`config.mk`:
```
export PLATFORM = sky130hd
export DESIGN_NAME = muldiv_unit
export DESIGN_NICKNAME = d
export VERILOG_FILES = /design/src/rtl/muldiv_unit.sv
export SDC_FILE = /design/constraint.sdc
export NUM_CORES = 2
export LEC_CHECK = 0
export ABC_AREA = 1
export CAP_MARGIN = 20
export CORE_MARGIN = 4
export CORE_UTILIZATION = 58
export DETAILED_ROUTE_END_ITERATION = 16
export HOLD_SLACK_MARGIN = 0.02
export PLACE_DENSITY_LB_ADDON = 0.12
export SYNTH_ARGS = -nofsm -noshare
export SYNTH_HDL_FRONTEND = slang
export SYNTH_SLANG_ARGS = --single-unit
```
`constraint.sdc`:
```
create_clock -name clk -period 6.85 [get_ports clk]
set_input_delay 1.7125 -clock clk [delete_from_list [all_inputs] [get_ports clk]]
set_output_delay 1.7125 -clock clk [all_outputs]
set_load 0.01 [all_outputs]
```
`src/rtl/muldiv_unit.sv`:
```
// Multi-cycle HI/LO multiply/divide unit for the execute stage.
// Owns architectural HI/LO; busy drives the hazard-unit stall.
module muldiv_unit #(
  parameter int WIDTH       = 32,
  parameter int MUL_LATENCY = 2
) (
  input  logic             clk,
  input  logic             resetn,
  input  logic             start,
  input  logic [2:0]       op,
  input  logic [WIDTH-1:0] a,
  input  logic [WIDTH-1:0] b,
  input  logic             flush,
  output logic             busy,
  output logic             done,
  output logic [WIDTH-1:0] hi,
  output logic [WIDTH-1:0] lo
);

  localparam int CW = $clog2(WIDTH + 1);

  typedef enum logic [1:0] {IDLE, MUL, DIV} state_t;

  state_t           state;
  logic [CW-1:0]    cnt;
  logic [WIDTH-1:0] opa;
  logic [WIDTH-1:0] opb;
  logic [WIDTH-1:0] rem;
  logic             sgn;
  logic             neg_q;
  logic             neg_r;
  logic             dz;

  logic             accept;
  logic             is_mthi;
  logic             is_mtlo;
  logic             is_mul;
  logic             sa;
  logic             sb;
  logic [WIDTH-1:0] amag;
  logic [WIDTH-1:0] bmag;

  logic [2*WIDTH-1:0] ma;
  logic [2*WIDTH-1:0] mb;
  logic [2*WIDTH-1:0] prod;
  logic [WIDTH:0]     shf;
  logic [WIDTH:0]     dif;
  logic               ge;
  logic [WIDTH-1:0]   nrem;
  logic [WIDTH-1:0]   nquo;

  assign busy    = (state != IDLE);
  assign accept  = start & ~busy & ~flush & (op <= 3'd5);
  assign is_mthi = (op == 3'd4);
  assign is_mtlo = (op == 3'd5);
  assign is_mul  = (op[2:1] == 2'b00);
  assign sa      = (op == 3'd2) & a[WIDTH-1];
  assign sb      = (op == 3'd2) & b[WIDTH-1];
  assign amag    = sa ? -a : a;
  assign bmag    = sb ? -b : b;

  // Low 2W bits of the extended product are exact for both signednesses.
  always_comb begin
    ma   = {{WIDTH{sgn & opa[WIDTH-1]}}, opa};
    mb   = {{WIDTH{sgn & opb[WIDTH-1]}}, opb};
    prod = ma * mb;
    shf  = {rem, opa[WIDTH-1]};
    dif  = shf - {1'b0, opb};
    ge   = ~dif[WIDTH];
    nrem = ge ? dif[WIDTH-1:0] : shf[WIDTH-1:0];
    nquo = {opa[WIDTH-2:0], ge};
  end

  always_ff @(posedge clk or negedge resetn) begin
    if (!resetn) begin
      state <= IDLE;
      cnt   <= '0;
      opa   <= '0;
      opb   <= '0;
      rem   <= '0;
      sgn   <= 1'b0;
      neg_q <= 1'b0;
      neg_r <= 1'b0;
      dz    <= 1'b0;
      done  <= 1'b0;
      hi    <= '0;
      lo    <= '0;
    end else begin
      done <= 1'b0;
      if (flush) begin
        state <= IDLE;
        cnt   <= '0;
      end else begin
        unique case (state)
          IDLE: begin
            if (accept) begin
              unique case (1'b1)
                is_mthi: begin
                  hi   <= a;
                  done <= 1'b1;
                end
                is_mtlo: begin
                  lo   <= a;
                  done <= 1'b1;
                end
                is_mul: begin
                  opa   <= a;
                  opb   <= b;
                  sgn   <= (op == 3'd0);
                  state <= MUL;
                  cnt   <= CW'(MUL_LATENCY - 1);
                end
                default: begin
                  // opa holds the dividend, shifting out as quotient bits shift in
                  dz    <= (b == '0);
                  opa   <= (b == '0) ? a : amag;
                  opb   <= bmag;
                  rem   <= '0;
                  neg_q <= sa ^ sb;
                  neg_r <= sa;
                  state <= DIV;
                  cnt   <= (b == '0) ? '0 : CW'(WIDTH - 1);
                end
              endcase
            end
          end
          MUL: begin
            if (cnt == '0) begin
              {hi, lo} <= prod;
              state    <= IDLE;
              done     <= 1'b1;
            end else begin
              cnt <= cnt - 1'b1;
            end
          end
          DIV: begin
            if (cnt == '0) begin
              if (dz) begin
                hi <= opa;
                lo <= '1;
              end else begin
                hi <= neg_r ? -nrem : nrem;
                lo <= neg_q ? -nquo : nquo;
              end
              state <= IDLE;
              done  <= 1'b1;
            end else begin
              opa <= nquo;
              rem <= nrem;
              cnt <= cnt - 1'b1;
            end
          end
          default: state <= IDLE;
        endcase
      end
    end
  end

endmodule

```
==> flow_summary.ini <==
[finish]
nets = 9349
syn2layout_area_growth_pct = 26.7
layout_common_cells = inv_1 (1783), nand2_1 (1723), fa_1 (1068)
final_common_cell = inv_1
design_area_um2 = 68300
postLayoutCoreUtil_pct = 74.3
fillers = 6942
final_layout_size_suffix_gt1_share_pct = 20.9

[grt]
grt_max_degree = 92
grt_pass1_vias = 53400
grt.overflow.total = 0
grtUsageTotal_pct = 43.6
antenna_found_initial = 7
grt_pass1_wl_um = 320000

[worst_setup_path]
critPathKind = flip-flop to flip-flop
reg2reg_depth = 34
cp_max_fo = 5
critPathRequiredTime_ps = 7240
path_common_cell = fa_1
critPathLaunchType = flip-flop
slowest_stage = fa_1
cpPeakStageDelay_ps = 750
end_kind = flip-flop
cp.arrival_ps = 8400

[logic_synthesis]
yosysTopAreaCell = fa_1
syn_nets = 8636
ys_types = 65
syn_area_um2 = 53900
synth-edff-count = 0
syn_inst = 7184
synth_area_leaders = fa_1 (42%), inv_1 (13%), nand2_1 (13%)
synth_top_family_by_area = adder cells
synthMuxAreaShare_pct = 0.0209
synth_ff_type = dfrtp_1
synth-simple-area-share_pct = 19.1
synth.yosys.seq_area_share_pct = 8.03
async_reset_ff_share_pct = 100
synth_top_area_share_pct = 41.8
ys_ff_latch = 173
avgSynthCellArea_um2 = 7.51
synth_xor_area_share_pct = 1.79
synth_adder_area_share_pct = 47.7
synth_compound_area_share_pct = 7.41
synth_warnings = 0

[min_path]
hp-class = flip-flop to flip-flop
holdPathStages = 2

[floorplanning]
start_util_pct = 58.7
coreArea_um2 = 91900
rows = 111
io_pins = 137
die_x_um = 313
die_area_um2 = 98000
die_h_um = 313

[drt]
drc_errors = 0
viasPerCell = 5.69
dr.pass1.iters = 9
antenna_left = 0
drt-initial-drc-count = 5924
drt_wl_total_um = 221000
num_vias = 52100
wire_per_inst_um = 24.1

[clocking]
path_clk_slew_ps = 80
clock_sinks = 173
worstSkewPairLatency_ps = 510
clk_path_buf_depth = 2
h-tree-depth = 4
cts_tree = yes
clockRootBuffer = clkbuf_16
cts-buffers-inserted = 17

[placement]
place_ws_ps = -1350
gp_congestion = 1.11
dpl-instance-area_um2 = 62000
io_buffers = 136
dp_hpwl_um = 169000

[sta]
slew_headroom_pct = 17.5
setup_ws_ps = -1160
fin_crit_ps = 8010
tightest_slew_ps = 1240
rsz0062_at_grt = yes
finalCritPeriodShare_pct = 117
setup_viol = 49
finClkSkew_ps = 20.3
hold_viol_final = 0
drv_slew = 0
max_freq_mhz = 125

[run_status]
status = complete, but fails checks
failed_checks = setup timing

[flow_run]
drv_cap = 0
-- area by class of cell --
cell class	count	area (um^2)	share of cell area, %
Clock inverter	15	214	0.313
Tap cell	1243	1560	2.28
Sequential cell	173	4360	6.38
Inverter	1900	7170	10.5
Timing Repair Buffer	1049	10700	15.6
Clock buffer	17	425	0.622
Multi-Input combinational cell	4756	43900	64.3
Antenna cell	4	10.0	0.0146
-- sequential cells by signal (all words and copies together) (netlist names) --
name   flops
done       1
rem       32
sgn        1
state      2
cnt        6
neg_q      1
hi        32
neg_r      1
opa       32
opb       32
lo        32
dz         1
-- worst paths after layout --
check,end,slack (ps),startpoint
worst max-delay path,hi[31],-1160,opa[25]
worst min-delay path,lo[11],490,lo[11]
worst max register to register,hi[31],-1160,opa[25]
worst min register to register,lo[11],490,lo[11]
max in group asynchronous,opb[9],4470,resetn
min in group asynchronous,lo[6],1260,resetn
-- synthesized netlist by cell type (12+ instances only) --
library cell,n
inv_1,1891
nand2_1,1817
fa_1,1126
nor2_1,370
o21ai_0,273
a21oi_1,269
ha_1,255
clkbuf_1,254
dfrtp_1,173
nand3_1,151
buf_1,76
xor2_1,75
nor3_1,44
nand2_2,42
o22ai_1,40
nand4_1,37
xnor2_1,35
a31oi_1,30
or2_2,21
nor2_2,16
o21ai_1,13
nand3b_1,12
nor4_1,12
o211ai_1,12
-- timing repair --
item	in CTS	in global routing
setup buffers	120	108
hold buffers	0	0
endpoints found under the setup margin	53	53
pin swaps	213	225
gates resized for setup	537	396
cloned	5	15
-- critical path: cells and delay by family, from the launching register on --
kind / cells / cell delay (ps)
adder cells (fa/ha/maj): 9 / 4640
AND/OR/NAND/NOR: 12 / 1320
buffers and inverters: 9 / 1060
flip-flops: 1 / 440
AO/OA/AOI/OAI: 4 / 410
-- through the flow --
step	instances	TNS [ps]	hold WS, ps
after global placement	8895	-43750	472
final	9157	-32700	495
after floorplan	7184	-3080	503
after detailed placement	8895	-46100	478
after CTS	9045	-24430	499
after global routing	9154	-39920	533
-- logic make-up (layout without fill, tap and decap cells) --
kind of cell / count (synthesis) / in the layout
XOR/XNOR: 110 / 110
multiplexers: 1 / 1
buffers and inverters: 2255 / 2981
AO/OA/AOI/OAI: 720 / 720
flip-flops: 173 / 173
AND/OR/NAND/NOR: 2544 / 2544
other: 0 / 4
adder cells (fa/ha/maj): 1381 / 1381
-- metal layers --
| metal | vias to the layer above | GRT usage, % | routed length [um] |
|---|---|---|---|
| met5 | - | 0.445 | 118 |
| li1 | 22300 | - | - |
| met2 | 3430 | 68.1 | 96700 |
| met1 | 25300 | 54.5 | 76200 |
| met4 | 8 | 25.3 | 19800 |
| met3 | 1038 | 12.4 | 28000 |
Power is left out: the tool's default activity adds up to more than one toggle a clock period on the data nets, which glitch-free logic cannot reach.
